==> src/rtl/dmadd_run_timer.sv <==
// dmadd_run_timer: counts RUN cycles starting at 1 and flags the cycle in
// which the count reaches RUN_TIMEOUT. Only present in DMADD_SEQ_TIMEOUT_EN builds.
//   clk, rst_n : clock, synchronous active-low reset
//   clear      : return the count to zero
//   enable     : current cycle is a RUN cycle
//   expired    : current RUN cycle is number RUN_TIMEOUT
module dmadd_run_timer #(
    parameter int RUN_TIMEOUT = 32
) (
    input  logic clk,
    input  logic rst_n,
    input  logic clear,
    input  logic enable,
    output logic expired
);

    logic [7:0] count_q;
    logic [7:0] count_d;

    // Next count: count_d is the number of RUN cycles including the current one.
    always_comb begin
        count_d = count_q;
        if (clear) begin
            count_d = 8'd0;
        end else if (enable) begin
            count_d = count_q + 8'd1;
        end else begin
            count_d = count_q;
        end
    end

    // Count register.
    always_ff @(posedge clk) begin
        if (!rst_n) begin
            count_q <= 8'd0;
        end else begin
            count_q <= count_d;
        end
    end

    assign expired = enable && (count_d == 8'(RUN_TIMEOUT));

endmodule

==> config.mk <==
export PLATFORM = sky130hd
export DESIGN_NAME = dmadd_run_timer
export DESIGN_NICKNAME = d
export VERILOG_FILES = /design/src/rtl/dmadd_run_timer.sv
export SDC_FILE = /design/constraint.sdc
export NUM_CORES = 1
export LEC_CHECK = 0
export BUFFER_PORTS_ARGS = -buffer_cell sky130_fd_sc_hd__buf_2
export CAP_MARGIN = 20
export CORE_AREA = 3 3 40 42
export DETAILED_ROUTE_END_ITERATION = 8
export DIE_AREA = 0 0 43 45
export GPL_TIMING_DRIVEN = 0
export HOLD_SLACK_MARGIN = 0.02
export PLACE_DENSITY = 0.52
export SETUP_SLACK_MARGIN = 0.15
export SLEW_MARGIN = 20
export SYNTH_ARGS = -nofsm -noshare
export SYNTH_HDL_FRONTEND = slang
export SYNTH_SLANG_ARGS = --single-unit
==> constraint.sdc <==
create_clock -name clk -period 2.2 [get_ports clk]
set_input_delay 0.66 -clock clk [delete_from_list [all_inputs] [get_ports clk]]
set_output_delay 0.66 -clock clk [all_outputs]
set_load 0.02 [all_outputs]
# After elaboration in Yosys (flattened, before gate mapping)
# Index checks and enable logic that the tools add are counted.
op_classes:
  mux: 2
  eq_ne: 1
  add_sub_neg: 1
  n_reduce_logical: 1
op_table:
  columns: ["operator", "n"]
  rows:
  - ["8-bit 2-to-1 mux", 2]
  - ["8-bit by 1-bit adder with 8-bit output, second input constant", 1]
  - ["8-bit by 6-bit equality test with 1-bit output, second input constant", 1]
  - ["1-bit logical AND", 1]
word_totals:
  elab_cells: 6
  output_inout_bits: 1
  reg_bits: 8
  inputBits: 4

# Depth between registers and ports, before layout
logic_depth:
  ltp_word: 5
  mapped_depth: 6
  mapped_depth_nobuf: 5

# Least setup slack after synthesis
# No wires, ideal clock.
synth_path:
  path_kind: "input -> output"
  startpoint: "input port enable"
  endpoint: "output port expired"
  arrival_time_ns: 1.577
  path_buffers: 2
  required_ns: 1.540
  slack_ns: -0.037
  path_stages: 6
  path_cell_list: "buf_6 and3_4 buf_6 xnor2_1 a31oi_1 nor3_2"
synth_between:
  elab_chain_cells: 4
synth_lines:
  columns: ["item", "line_no", "source"]
  rows:
  - ["start: declaration", "13", "input logic enable,"]
  - ["8-bit 2-to-1 mux", "25", "end else if (enable) begin"]
  - ["8-bit 2-to-1 mux", "23", "if (clear) begin"]
  - ["8-bit by 6-bit equality test with 1-bit output", "41", "assign expired = enable && (count_d == 8'(RUN_TIMEOUT));"]
  - ["1-bit logical AND (*)", "41", null]
  - ["end: declaration", "14", "output logic expired"]
# Mark *: on every way between the ends. The rest lies on a longest branch, timed or not.

# Worst setup path in the final report
# Ends and elaborated chain as after synthesis.

==> impl_metrics.yaml <==
worst_setup_path:
  crit_buf_inv: 3
  worst_ep_required_time_ps: 1540
  cp_top_family: "buffers and inverters"
  reg2reg_setup_slack_ps: 810
  path_max_fanout: 5
  worstRegToRegCells: 7
  r2r-start: "count_q[1]"
  cp-start-kind: "input port"
  crit_cells: 7
  cp_slowest_cell: "nor3_2"
  timing.rr.end: "count_q[7]"
  cp-end-kind: "output port"
  arrival_ps: 1600
  critPathKind: "input port to output port"
  cpPeakStageDelay_ps: 190
  cp_cell_sequence: "buf_8, and3_4, buf_6, xnor2_2, a31oi_1, nor3_2, buf_4"
detailed_routing:
  first_pass_iters: 4
  postRouteAntennaNets: 0
  wirelength_um: 851
  routed-via-count: 360
  wire_per_inst_um: 11.7
  vias_per_cell: 4.93
  drtIter0Drc: 1
  remaining_drc_errors: 0
synthesis:
  ys_seq_elements: 8
  yosysUniqueCellTypes: 22
  syn-num-nets: 54
  seq_area_frac_synth_pct: 36.5
  synth_ff_type: "dfxtp_1"
  syn_avg_cell_area_sq_um: 8.96
  syn_inst: 49
  synth-edff-count: 0
  syn_area_sq_um: 439
  synth_warnings: 0
  postSynth.asyncResetShare_pct: 0
run_status:
  violations: "negative setup slack"
  status: "finished, violations left"
min_path:
  worstHoldPathCells: 2
  min_from: "count_q[7]"
  hold_class: "register to register"
  holdPathEnd: "count_q[7]"
clock_tree:
  clkLatencyLatePin_ps: 260
  cts_tree: "built"
  clock_path_buffers: 2
  cts-buffers-inserted: 3
  clk_pin_slew_ps: 50
  htree_num_levels: 1
  cts_hold_buf: 0
  root_buffer: "clkbuf_4"
  clkSinkCount: 8
power:
  power_density_mw_per_mm2: 503
  p_leak_nw: 0.204
  finalPower_uw: 281
  vdd_drop_max_mv: 0.210
grt:
  use_met1_pct: 10.9
  use_met3_pct: 3.59
  track_usage_pct: 10.4
  overflow: 0
  grt_busiest_layer: "met2"
  antenna_found_initial: 0
  use_met2_pct: 15.6
  grt_pass1_wl_um: 1370
  grt_pass1_vias: 333
  grt_max_degree: 9
sta:
  fin_worst_skew_ps: 4.14
  rsz0062_at_grt: "yes"
  slew_violations: 0
  fmax_mhz: 442
  min_period_ps: 2260
  setup_viol: 1
  worstMarginPinSlew_ps: 354
  period_share_pct: 103
  fin_ws_ps: -60.4
  maxSlewHeadroom_pct: 76.4
  hold_viol: 0
place:
  dp.cells: 67
  io_buffers: 3
  place_ws_ps: -87.5
  routabilityCongestion: 0.750
  dpl.hpwl_um: 528
finish:
  nets: 65
  layout_common_cells: "8 x nor2_1, 7 x dfxtp_1, 5 x xor2_1"
  layout-drive-gt1-share_pct: 34.5
  reg.largest.list: "count_q x8"
  largest_register_ffs: 8
  postLayoutCoreUtil_pct: 43.4
  layoutNonFillerInstCount: 73
  antenna_cells: 0
  area_growth_pct: 27.1
  final_common_cell: "nor2_1"
  max_flop_register: "count_q"
die:
  coreArea_sq_mm: 0.00128
  start_util_pct: 34.2
  die_area_sq_mm: 0.00194
  die_w_um: 43
  ioPinCount: 5
  num_rows: 13
  die_h_um: 45
flow_run:
  cap_violations: 0
==> timing repair <==
action,in CTS,in global routing
buffers inserted,3,0
pin swaps,3,1
resized for setup,7,0
setup endpoints to repair,1,1
==> layout make-up <==
class | instances | area [sq um]
repair buffers | 6 | 40.0
well taps | 15 | 18.8
plain buffers | 4 | 35.0
flip-flops and latches | 8 | 161
multi-input cells | 37 | 280
clock buffers | 3 | 22.5
fillers | 131 | 727
==> kinds of logic after synthesis <==
group,Yosys count,share of synthesized area [%]
XOR/XNOR,8,16.0
flip-flops,8,36.5
AO/OA/AOI/OAI,3,4.27
buffers and inverters,4,7.12
multiplexers,1,2.28
adder cells (fa/ha/maj),1,2.85
AND/OR/NAND/NOR,24,31.1
==> worst max path at each step <==
| stage | startpoint | end | slack [ps] |
|---|---|---|---|
| 2_1_floorplan | enable | expired | -30 |
| 3_3_place_gp | enable | expired | -80 |
| 3_5_place_dp | enable | expired | -90 |
| 4_1_cts | enable | expired | -80 |
| 5_1_grt | enable | expired | -130 |
| 6_report | enable | expired | -60 |
==> where the power goes <==
part,total (mW),internal (mW),switching (mW)
sequential,0.149,0.146,0.00233
combinational,0.0177,0.00998,0.00770
clock,0.114,0.0626,0.0518
==> per-layer routing <==
layer | vias up | wire [um]
met4 | 0 | 35
met2 | 7 | 405
li1 | 189 | -
met3 | 5 | 30
met5 | - | 0
met1 | 159 | 380
==> cell usage after synthesis, types with 2 or more instances <==
| library cell | n | area (sq um) |
|---|---|---|
| a31oi_1 | 2 | 12.5 |
| buf_6 | 2 | 22.5 |
| dfxtp_1 | 8 | 160 |
| nand2_1 | 3 | 11.3 |
| nand3_1 | 2 | 10.0 |
| nand4_1 | 2 | 12.5 |
| nor2_1 | 8 | 30.0 |
| nor3_1 | 2 | 10.0 |
| xnor2_1 | 3 | 26.3 |
| xor2_1 | 5 | 43.8 |
==> through the flow <==
| stage | hold WS (ps) | cell area (sq um) | setup TNS (ps) |
|---|---|---|---|
| after floorplan | 480 | 447 | -34.9 |
| after global placement | 510 | 480 | -77.4 |
| after detailed placement | 516 | 480 | -87.5 |
| after CTS | 529 | 558 | -75.9 |
| after global routing | 550 | 558 | -127 |
| final | 528 | 558 | -60.4 |
==> worst reg2reg max path, cell delays in order (launching register included) <==
cell,delay [ps]
dfxtp_1,410
and3_4,210
buf_6,110
buf_4,110
buf_4,100
nand4_1,110
xor2_1,160
nor2_1,50
Power figures use the tool's default switching activity.
